--- src/rtl/sl28_pkg.sv ---
// Shared definitions for the sl28 CPLD CSR blocks.
// Holds the interrupt controller's register map.
package sl28_pkg;

  localparam logic [4:0] INTC_BASE   = 5'h1c;
  localparam logic [4:0] INTC_STATUS = 5'd0;
  localparam logic [4:0] INTC_ENABLE = 5'd1;
  localparam logic [4:0] INTC_MODE   = 5'd2;
  localparam logic [4:0] INTC_RAW    = 5'd3;

endpackage

--- src/rtl/irq_sync.sv ---
// Per-source input synchroniser.
// A 3-flop chain: s2 is the synchronised level, s2 & ~s3 is a rising-edge event.
module irq_sync (
  input  logic clk,
  input  logic rst,
  input  logic irq,
  output logic level,
  output logic edge_det
);

  logic s1, s2, s3;

  always_ff @(posedge clk) begin
    if (rst) begin
      s1 <= 1'b0;
      s2 <= 1'b0;
      s3 <= 1'b0;
    end else begin
      s1 <= irq;
      s2 <= s1;
      s3 <= s2;
    end
  end

  assign level    = s2;
  assign edge_det = s2 & ~s3;

endmodule

--- src/rtl/intc.sv ---
// Interrupt controller: latches up to eight synchronised sources as level or edge
// events, masks them per source and drives one registered interrupt request.
module intc
  import sl28_pkg::*;
#(
  parameter logic [4:0] BASE_ADDR = INTC_BASE,
  parameter int         NUM_IRQS  = 8
) (
  input  logic                clk,
  input  logic                rst,
  input  logic [4:0]          csr_a,
  input  logic [7:0]          csr_di,
  input  logic                csr_we,
  output logic [7:0]          csr_do,
  input  logic [NUM_IRQS-1:0] irq_in,
  output logic                irq_out
);

  logic [NUM_IRQS-1:0] level, edge_evt;
  logic [NUM_IRQS-1:0] pending, pending_nxt;
  logic [NUM_IRQS-1:0] enable, mode;
  logic [NUM_IRQS-1:0] wdata, w1c, mode_chg;
  logic                sel_status, sel_enable, sel_mode, sel_raw;
  logic [7:0]          pend_rd, en_rd, mode_rd, raw_rd;

  for (genvar i = 0; i < NUM_IRQS; i++) begin : g_sync
    irq_sync u_sync (
      .clk      (clk),
      .rst      (rst),
      .irq      (irq_in[i]),
      .level    (level[i]),
      .edge_det (edge_evt[i])
    );
  end

  assign sel_status = (csr_a == BASE_ADDR + INTC_STATUS);
  assign sel_enable = (csr_a == BASE_ADDR + INTC_ENABLE);
  assign sel_mode   = (csr_a == BASE_ADDR + INTC_MODE);
  assign sel_raw    = (csr_a == BASE_ADDR + INTC_RAW);

  assign wdata    = csr_di[NUM_IRQS-1:0];
  assign w1c      = (csr_we && sel_status) ? wdata : '0;
  assign mode_chg = (csr_we && sel_mode) ? (wdata ^ mode) : '0;

  // A mode change discards stale state; in edge mode a new edge beats a W1C.
  always_comb begin
    pending_nxt = pending;
    for (int i = 0; i < NUM_IRQS; i++) begin
      if (mode_chg[i])      pending_nxt[i] = 1'b0;
      else if (!mode[i])    pending_nxt[i] = level[i];
      else if (edge_evt[i]) pending_nxt[i] = 1'b1;
      else if (w1c[i])      pending_nxt[i] = 1'b0;
    end
  end

  always_ff @(posedge clk) begin
    if (rst) begin
      pending <= '0;
      enable  <= '0;
      mode    <= '0;
      irq_out <= 1'b0;
    end else begin
      pending <= pending_nxt;
      if (csr_we && sel_enable) enable <= wdata;
      if (csr_we && sel_mode)   mode   <= wdata;
      irq_out <= |(pending & enable);
    end
  end

  // Unimplemented bits read as zero.
  always_comb begin
    pend_rd = '0;
    en_rd   = '0;
    mode_rd = '0;
    raw_rd  = '0;
    pend_rd[NUM_IRQS-1:0] = pending;
    en_rd[NUM_IRQS-1:0]   = enable;
    mode_rd[NUM_IRQS-1:0] = mode;
    raw_rd[NUM_IRQS-1:0]  = level;
  end

  always_comb begin
    csr_do = 8'h00;
    if (sel_status)      csr_do = pend_rd;
    else if (sel_enable) csr_do = en_rd;
    else if (sel_mode)   csr_do = mode_rd;
    else if (sel_raw)    csr_do = raw_rd;
  end

endmodule

--- config.mk ---
export PLATFORM = sky130hd
export DESIGN_NAME = intc
export DESIGN_NICKNAME = d
export VERILOG_FILES = /design/src/rtl/sl28_pkg.sv /design/src/rtl/irq_sync.sv /design/src/rtl/intc.sv
export SDC_FILE = /design/constraint.sdc
export NUM_CORES = 1
export LEC_CHECK = 0
export ABC_AREA = 1
export BUFFER_PORTS_ARGS = -buffer_cell sky130_fd_sc_hd__clkbuf_2
export CAP_MARGIN = 10
export CORE_UTILIZATION = 45
export DETAILED_ROUTE_END_ITERATION = 16
export PLACE_DENSITY = 0.65
export SETUP_SLACK_MARGIN = 0.4
export SLEW_MARGIN = 25
export SYNTH_ARGS = -nofsm -noshare
export SYNTH_HDL_FRONTEND = slang
export SYNTH_SLANG_ARGS = --single-unit
--- constraint.sdc ---
create_clock -name clk -period 1.16 [get_ports clk]
set_input_delay 0.116 -clock clk [delete_from_list [all_inputs] [get_ports clk]]
set_output_delay 0.116 -clock clk [all_outputs]
set_load 0.05 [all_outputs]
==> summary.md <==
| Metric | Value |
|---|---|
| Largest cells by area after synthesis | dfxtp_1 (43%), nand2_1 (15%), nand3_1 (7.5%) |
| Synth-to-Final Area Change | 58.2% |
| Vias in the first global route | ~2200 |
| Fin util | 75.0% |
| Final setup vio count | 7 |
| Startpoint Class | input pin |
| Root Driver | clkbuf_8 |
| Syn Nets | between 300 and 400 |
| Ys Warns | 0 |
| Gr ovfl total | 0 |
| GP Congestion | about 0.8 |
| Die ar. | approximately 5400 um^2 |
| Core box area | 4820 um^2 |
| Commonest non-fill, non-tap cells in the layout | nand2_1 (60), inv_1 (36), nor2_1 (29) |
| RSZ-0062 raised after global routing | true |
| Max-Slew Margin vs Limit | roughly three quarters |
| Synth area leader | dfxtp_1 |
| Final hold vios | 0 |
| DR vias/cell | ~5 |
| Peak VDD IR | between 500 and 600 uV |
| GR Util All Layers | roughly a quarter |
| Total clock buffers created by CTS | 5 |
| Yosys cell types | 20 |
| Commonest non-fill, non-tap cell in the layout | nand2_1 |
| Yosys top cell area share | between 40 and 50% |
| DRT antenna net count | 0 |
| Fraction of layout cells with a size suffix above 1 | between 40% and 50% |
| Clock Skews | around 0.014 ns |
| Register area share after synthesis | 43.0% |
| Routed length per instance | approximately 13 um |
| Max-slew violations | 0 |
| Hpwl dp | 3600 um |
| Syn_area_per_cell | around 6.9 um^2 |
| Failing checks | negative setup slack |
| Worst-skew pair later-pin latency | 0.31 ns |
| Register bit count reported by yosys | 49 |
| H-Tree Level Count | 2 |
| CP endpoint kind | output pin |
| Clock Sinks | 49 |
| Die W | approximately 73 um |
| First-pass GRT wire length | between 9000 and 10000 um |
| Worst-path fanout max | 5 |
| Final worst slack | -0.0317 ns |
| Rows | 25 |
| Initial drt markers | slightly below 200 |
| Final #Nets | 430 |
| Die Y | about 73 um |
| Initial Utilization | 47.4% |
| Fill cells | slightly below 400 |
| Final min period | approximately 1.2 ns |
| Mapped Cells | 330 |
| Buffers on Ports | 32 |
| Maximum root-to-sink buffer count | 2 |
| CP Data Arrival Time | 1.08 ns |
| Drt pass-1 iters | 4 |
| Total routed wirelength | 6210 um |
| CTS tree | done |
| Largest net degree at the start of global routing | 34 |
| CP Class | input pin to output pin |
| Peak Freq | approximately 840 MHz |
| Max cap viols | 0 |
| Crit share post-route | 103% |
| Antenna violations before repair | 0 |
| Hold Crit Class | input pin to flip-flop |
| Total power | 3.16 mW |
| DRC | 0 |
| Outcome | finished with violations |
| Least-Margin Pin Slew | about 0.38 ns |
| Antenna Cells | 0 |
| IO Pins | 33 |
| WP data required | between 1 and 1.5 ns |
| Static Leakage | 1.59 nW |
| Clock transition at the registers of the reported paths | approximately 0.080 ns |
| Via count | 2441 |
| Pwr Density | around 870 nW/um^2 |
| Cell area after synthesis | around 2300 um^2 |
[path summary, 6_finish.rpt]
path / cells after the start / slack [ns] / endpoint / start
worst max-delay path: 7 / -0.03 / csr_do[2] / csr_a[3]
worst min-delay path: 3 / 0.007 / g_sync[2].u_sync.s1 / irq_in[2]
worst max register to register: 8 / 0.13 / pend_rd[3] / mode[3]
worst min register to register: 2 / 0.40 / g_sync[3].u_sync.level / g_sync[3].u_sync.s1
[metal layers]
metal	vias up	wire length, um	GRT usage (%)
met5	-	0	0
met4	0	117	8.50
met3	15	210	4.56
met2	53	3090	39.8
met1	1169	2800	29.5
li1	1204	-	-
[power breakdown]
group          switching [mW]  internal, mW  total [mW]  leakage [nW]
Clock                   0.542         0.429       0.972        0.0395
Sequential             0.0255          1.72        1.74         0.415
Combinational           0.247         0.198       0.444          1.13
Total                   0.815          2.34        3.16          1.59
[cell families after synthesis]
group | count (synthesis) | synth area share (%)
DFF | 49 | 43.0
AOI/OAI and AO/OA | 25 | 5.53
buffers and inverters | 59 | 11.3
and+or+nand+nor | 197 | 40.2
[per-stage QoR]
stage	TNS [ns]	worst slack (ns)	area, um^2	hold WS (ns)	std cells
after floorplan	0	0.0527	2380	0.223	330
after global placement	-0.819	-0.121	2820	0.307	433
after detailed placement	-0.948	-0.125	2820	0.311	433
after CTS	-0.209	-0.0366	3340	0.00477	463
after global routing	-0.432	-0.0726	3610	0.000773	474
final	-0.129	-0.0317	3610	0.00676	474
[state kept, by name (all words and copies together) (netlist names)]
signal and count:
mode 8, g_sync.u_sync.s3 8, g_sync.u_sync.level 8, g_sync.u_sync.s1 8, pend_rd 8, irq_out 1
en_rd 8
[critical path: stages]
cell and delay [ns]:
clkbuf_16 0.12, nand2_8 0.07, nor3_4 0.24, buf_6 0.18, nand2_2 0.05, nand4_1 0.14, buf_12 0.15
[cell type report]
cell class | instances | area [um^2] | share of cell area [%]
multi-input cells | 222 | 1320 | 36.6
well taps | 67 | 83.8 | 2.32
inverters | 43 | 178 | 4.92
clock buffers | 8 | 80.1 | 2.22
repair buffers | 85 | 918 | 25.4
flip-flops and latches | 49 | 1030 | 28.5
[Yosys cell counts, drive strengths merged]
| library cell | n |
|---|---|
| nand2 | 91 |
| buf | 8 |
| a21oi | 24 |
| nand3 | 36 |
| clkbuf | 8 |
| dfxtp | 49 |
| a31oi | 1 |
| inv | 43 |
| nor3 | 1 |
| nor2 | 45 |
| nand4 | 24 |
[what timing repair did]
| action | in CTS | in global routing |
|---|---|---|
| buffers inserted | 13 | 11 |
| pin swaps | 23 | 22 |
| endpoints found under the setup margin | 34 | 34 |
| hold endpoints to repair | 7 | 0 |
| gates resized for setup | 62 | 70 |
| gates cloned | 2 | 0 |
| hold buffers | 7 | 0 |
No activity file was read; power rests on OpenSTA's default activity.
